File: src/rtl/instr_fetch.sv
// Instruction fetch stage: fetch PC register feeding a 2-entry in-order buffer
// of {instr, pc} pairs toward decode, with redirect flush and a sticky misalignment flag.
module instr_fetch #(
  parameter logic [31:0] RESET_PC = 32'h0000_0000
) (
  input  logic        clk,
  input  logic        reset_n,
  output logic [31:0] imem_addr,
  input  logic [31:0] imem_data,
  input  logic        redirect_valid,
  input  logic [31:0] redirect_pc,
  output logic        out_valid,
  input  logic        out_ready,
  output logic [31:0] out_instr,
  output logic [31:0] out_pc,
  output logic [31:0] out_pc_plus4,
  output logic        misalign_err
);

  logic [31:0] fpc_q, fpc_d;
  logic [31:0] h_instr_q, h_instr_d;
  logic [31:0] h_pc_q, h_pc_d;
  logic [31:0] t_instr_q, t_instr_d;
  logic [31:0] t_pc_q, t_pc_d;
  logic [1:0]  count_q, count_d;
  logic        mis_q, mis_d;
  logic        deq_s;
  logic        enq_s;

  // Handshake decode and next-state for PC, buffer slots (head = oldest) and flag
  always_comb begin
    fpc_d     = fpc_q;
    h_instr_d = h_instr_q;
    h_pc_d    = h_pc_q;
    t_instr_d = t_instr_q;
    t_pc_d    = t_pc_q;
    count_d   = count_q;
    mis_d     = mis_q;
    deq_s     = (count_q != 2'd0) && out_ready && !redirect_valid;
    enq_s     = !redirect_valid && ((count_q != 2'd2) || deq_s);

    if (redirect_valid) begin
      count_d = 2'd0;
      fpc_d   = {redirect_pc[31:2], 2'b00};
      if (redirect_pc[1:0] != 2'b00) begin
        mis_d = 1'b1;
      end else begin
        mis_d = mis_q;
      end
    end else begin
      case ({enq_s, deq_s})
        2'b10: begin
          if (count_q == 2'd0) begin
            h_instr_d = imem_data;
            h_pc_d    = fpc_q;
          end else begin
            t_instr_d = imem_data;
            t_pc_d    = fpc_q;
          end
          count_d = count_q + 2'd1;
        end
        2'b01: begin
          h_instr_d = t_instr_q;
          h_pc_d    = t_pc_q;
          count_d   = count_q - 2'd1;
        end
        2'b11: begin
          // Simultaneous pop and push keeps the occupancy unchanged
          if (count_q == 2'd1) begin
            h_instr_d = imem_data;
            h_pc_d    = fpc_q;
          end else begin
            h_instr_d = t_instr_q;
            h_pc_d    = t_pc_q;
            t_instr_d = imem_data;
            t_pc_d    = fpc_q;
          end
        end
        default: begin
          count_d = count_q;
        end
      endcase
      if (enq_s) begin
        fpc_d = fpc_q + 32'd4;
      end else begin
        fpc_d = fpc_q;
      end
    end
  end

  // State registers with asynchronous active-low reset
  always_ff @(posedge clk or negedge reset_n) begin
    if (!reset_n) begin
      fpc_q     <= RESET_PC;
      h_instr_q <= 32'd0;
      h_pc_q    <= 32'd0;
      t_instr_q <= 32'd0;
      t_pc_q    <= 32'd0;
      count_q   <= 2'd0;
      mis_q     <= 1'b0;
    end else begin
      fpc_q     <= fpc_d;
      h_instr_q <= h_instr_d;
      h_pc_q    <= h_pc_d;
      t_instr_q <= t_instr_d;
      t_pc_q    <= t_pc_d;
      count_q   <= count_d;
      mis_q     <= mis_d;
    end
  end

  assign imem_addr    = {2'b00, fpc_q[31:2]};
  assign out_valid    = (count_q != 2'd0);
  assign out_instr    = h_instr_q;
  assign out_pc       = h_pc_q;
  assign out_pc_plus4 = h_pc_q + 32'd4;
  assign misalign_err = mis_q;

endmodule

File: config.mk
export PLATFORM = sky130hd
export DESIGN_NAME = instr_fetch
export DESIGN_NICKNAME = d
export VERILOG_FILES = /design/src/rtl/instr_fetch.sv
export SDC_FILE = /design/constraint.sdc
export NUM_CORES = 1
export LEC_CHECK = 0
export CAP_MARGIN = 40
export CELL_PAD_IN_SITES_DETAIL_PLACEMENT = 2
export CELL_PAD_IN_SITES_GLOBAL_PLACEMENT = 2
export CORE_UTILIZATION = 31
export CTS_CLUSTER_SIZE = 14
export DETAILED_ROUTE_END_ITERATION = 10
export GPL_TIMING_DRIVEN = 0
export MAX_ROUTING_LAYER = met4
export PLACE_DENSITY = 0.83
export SLEW_MARGIN = 25
export SYNTH_ARGS = -nofsm -noshare
export SYNTH_HDL_FRONTEND = slang
export SYNTH_SLANG_ARGS = --single-unit
File: constraint.sdc
create_clock -name clk -period 2.75 [get_ports clk]
set_input_delay 0.55 -clock clk [delete_from_list [all_inputs] [get_ports clk]]
set_output_delay 0.55 -clock clk [all_outputs]
set_load 0.02 [all_outputs]
**Yosys cells after proc, flatten, opt, wreduce, memory -nomap -nowiden**

Cells that the tools add are included.

- Input bits: 68
- Register bits after elaboration: 163
- Output and inout bits: 130

- Add/sub/neg operators: 4
- Reduce and logical (&&, ||, !) cells: 15
- Mux-type cells: 16
- Bitwise gates (word level): 1
- Equality and inequality tests: 8

Operators by type and width:

| cell | count |
|---|---|
| $mux W32 | 10 |
| $pmux W32 S3 | 2 |
| $pmux W32 S2 | 2 |
| $add A32 B3 Y32 const B | 2 |
| $ne A2 B2 Y1 const B | 4 |
| $reduce_bool A2 Y1 | 4 |
| $reduce_bool A3 Y1 | 2 |
| $eq A2 B1 Y1 const B | 2 |
| $eq A2 B2 Y1 const B | 2 |
| $pmux W2 S2 | 1 |
| $reduce_and A4 Y1 | 1 |
| $logic_and A1 B1 Y1 | 3 |
| $reduce_and A3 Y1 | 1 |
| $add A2 B1 Y2 const B | 1 |
| $logic_not A2 Y1 | 1 |
| $mux W2 | 1 |
| $reduce_and A2 Y1 | 1 |
| $sub A2 B1 Y2 const B | 1 |
| $logic_not A1 Y1 | 1 |
| $logic_or A1 B1 Y1 | 1 |
| $not A1 Y1 | 1 |

**Longest topological paths before layout**

- Depth after elaboration: 8
- Depth in mapped cells: 8
- Depth with buffers taken out: 7

**Worst setup path after synthesis**

No wires, ideal clock.

- Path kind: reg-to-output
- Start: register h_pc_q[2], in the netlist out_pc[2]
- End: output port out_pc_plus4[26]
- Arrival time: 2008 ps
- Required time: 2200 ps
- Stages on the path, launching flop included: 8
- Path buffers: 1
- Setup slack: 192 ps
- Cell sequence: dfrtp_1 > ha_1 > and3_1 > clkbuf_1 > nand3_1 > nor3_1 > nand4_1 > xnor2_1

- Cells in the longest elaborated chain, start to end: 1

RTL lines:

| what | RTL line | RTL |
|---|---|---|
| start, declared | 22 | `logic [31:0] h_pc_q, h_pc_d;` |
| start signal, assigned | 104 | `h_pc_q <= h_pc_d;` |
| $add A32 B3 Y32 | 116 | `assign out_pc_plus4 = h_pc_q + 32'd4;` |
| end, declared | 16 | `output logic [31:0] out_pc_plus4,` |

Every way passes these cells.

**Worst setup path in the final report**

Same ends and word-level chain as after synthesis.

==> impl_metrics.ini <==
[run_status]
status = complete, but fails checks
violations = setup timing

[worst_hold_path]
min_path_type = input port to async pin

[die]
core_sq_um = 23680
io_pins = 198
die_h_um = 158.0
fp-row-count = 56
die_w_um = 158.0
die-area_sq_um = 24950
start_util_pct = 31.84

[setup_path]
crit_chain = ha_2 -> and3_4 -> nand3_4 -> nor3_4 -> buf_6 -> nand4_1 -> xnor2_1 -> buf_4
worstPathRequired_ps = 2200
ff2ff_path_depth = 8
cp_slowest_cell = dfrtp_1
arrival_ps = 2300
critPathMaxFanout = 5
timing.rr.start = count_q[0]
end_kind = output port
critical-path-max-stage-delay_ps = 400
worstSetupPathType = flip-flop to output port
r2r_end = out_instr[5]
rrSetupSlack_ps = 280
cp-start-kind = flip-flop

[synthesis]
synth-edff-count = 0
synth_top_area_share_pct = 52.44
synth_commonest_cells = 158 x dfrtp_1, 69 x nor2_1, 66 x a21oi_1
synth-xor-area-share_pct = 6.505
mappedNetlistArea_sq_um = 7540
yosysWarnings = 0
async_flop_share_pct = 100.0
synth_fa_ha_area_share_pct = 0.8297
synth_top_family_by_area = multiplexers
postSynthCellCount = 688
synth_compound_area_share_pct = 6.538
avgSynthCellArea_sq_um = 10.96
synth.area.mux_share_pct = 18.04
synthSimpleGateAreaFrac_pct = 12.31
synth_ff_type = dfrtp_1
seq_area_frac_synth_pct = 52.44
synth_area_leaders = dfrtp_1 52%, mux2_2 9.4%, mux2i_1 8.6%, a21oi_1 4.4%, nor2_1 3.4%
ys_ff_latch = 158
synth_cell_types = 30
yosysMostFrequentCell = dfrtp_1
yosysTopAreaCell = dfrtp_1

[power]
total_power_mw = 12.42
p_per_area_nw_per_um2 = 1146
peakVddDrop_uv = 520.9
leakagePower_nw = 4.443

[timing]
setup_viol = 5
finalHoldViolCount = 0
worst_pin_slew_ps = 646.9
rsz0062_at_grt = true
fin_crit_sh_pct = 103.8
layout_min_cycle_time_ps = 2854
final_max_slew_viol_count = 0
setup_ws_ps = -104.3
maxSlewHeadroom_pct = 56.87
skew_ps = 12.82
max_freq_mhz = 350.3

[cells_and_area]
design_area_sq_um = 10850
multi_input_area_sq_um = 3455
n_fill_cell = 2493
ff_latch_area_sq_um = 3970
area_delta_synth_final_pct = 43.84
fin_util_pct = 45.79
nets = 1005
drive_above_1_share_pct = 21.48

[global_routing]
grt_start_max_net_pins = 85
gr-total-overflow = 0
track_usage_pct = 22.65
antenna_found_initial = 1
first_global_vias = 7110
grt_first_pass_wirelength_mm = 41.03

[placement]
pre_cts_ws_ps = -838.2
placed_area_sq_um = 9935
io_buffers = 195
dp_hpwl_mm = 18.09
gp_congestion = 0.7447

[route]
routed_wl_mm = 26.28
ant_nets = 0
via_per_inst = 4.958
drt-initial-drc-count = 211
detail_route.drc_violations = 0
dr.pass1.iters = 6
wl_per_cell_um = 20.75
via_count = 6277

[clock_tree]
clk_latency_ps = 430
cts_tree = yes
h-tree-depth = 4
holdBufCountCts = 0
cts-root-buf = clkbuf_16
numCtsBuffers = 17
cts_buffer_depth = 2
cts.clk_slew.worst_paths_ps = 70
cts_sinks = 158

[run]
drv_cap = 0
critical path, delay by kind of cell, from the launching register on:
family / cells / cell delay (ps)
buffers and inverters: 2 / 310
XOR/XNOR: 1 / 220
adder cells (fa/ha/maj): 1 / 210
flip-flops: 1 / 400
AND/OR/NAND/NOR: 4 / 720
cells by family after synthesis:
family | Yosys count
adder cells (fa/ha/maj) | 5
XOR/XNOR | 56
other | 1
buffers and inverters | 50
AND/OR/NAND/NOR | 192
AO/OA/AOI/OAI | 98
flip-flops | 158
multiplexers | 128
report_power, final:
group / total (mW) / internal, mW / switching, mW
Combinational: 5.82 / 2.76 / 3.06
Sequential: 4.16 / 3.34 / 0.819
Clock: 2.45 / 1.41 / 1.04
timing repair:
item                       in CTS  in global routing
pin swaps                       8                  7
buffers inserted               23                  7
setup endpoints to repair      34                 18
resized for setup             104                 18
cloned                          0                  0
registers in the layout (all words and copies together) (netlist names):
| name | cells |
|---|---|
| out_instr | 32 |
| t_instr_q | 32 |
| out_pc | 31 |
| fpc_q | 30 |
| t_pc_q | 30 |
| count_q | 2 |
| misalign_err | 1 |
cell type report:
type | count | share of cell area (%)
timing repair buffer | 226 | 20.02
sequential | 158 | 36.61
antenna | 2 | 0.04615
tap | 319 | 3.680
clock inverter | 13 | 1.407
inverter | 6 | 0.2077
buffer | 42 | 2.007
multi-input combinational | 481 | 31.85
clock buffer | 19 | 4.176
layout by cell type, fill, tap and decap left out, types with 3 or more instances in the layout:
| master | n |
|---|---|
| o21ai_0 | 30 |
| clkbuf_1 | 13 |
| nor3_1 | 3 |
| mux2i_1 | 65 |
| dfrtp_1 | 145 |
| buf_6 | 4 |
| mux2_2 | 63 |
| dfrtp_2 | 13 |
| buf_2 | 24 |
| nand2b_1 | 3 |
| inv_6 | 4 |
| clkbuf_16 | 17 |
| and3_1 | 12 |
| nand3_4 | 3 |
| xor2_1 | 29 |
| clkinv_4 | 3 |
| dlygate4sd2_1 | 7 |
| nand3_1 | 17 |
| xnor2_1 | 25 |
| inv_1 | 6 |
| a21oi_1 | 66 |
| ha_1 | 4 |
| clkbuf_2 | 3 |
| clkdlybuf4s50_1 | 170 |
| nor2_1 | 68 |
| and4_4 | 6 |
| buf_4 | 41 |
| nand4_1 | 22 |
| nand2_1 | 43 |
stage by stage:
stage | hold slack, ps | TNS, ps | cells
5_1_grt | 137.1 | -1248 | 1265
2_1_floorplan | 254.4 | 0 | 689
4_1_cts | 119.7 | -292.1 | 1258
3_5_place_dp | 460.0 | -21970 | 1205
3_3_place_gp | 453.8 | -931840 | 1203
6_report | 88.90 | -345.2 | 1266
worst max-delay path by stage:
stage,startpoint,endpoint,slack (ps),depth (start not counted)
finish,out_pc[2],out_pc_plus4[26],-100,8
global placement,reset_n,out_pc[3],-5730,1
floorplan,out_pc[2],out_pc_plus4[26],190,7
CTS,out_pc[15],out_pc_plus4[26],-150,7
detailed placement,out_pc[2],out_pc_plus4[26],-840,8
global route,out_pc[2],out_pc_plus4[26],-240,8
layer usage:
layer / GRT usage, % / vias up / share of wire, %
li1: - / 2890 / -
met1: 26.42 / 3212 / 42
met2: 39.65 / 141 / 53
met3: 3.969 / 34 / 3.8
met4: 6.868 / 0 / 1.7
met5: - / - / 0
(Power assumes the default switching activity.)
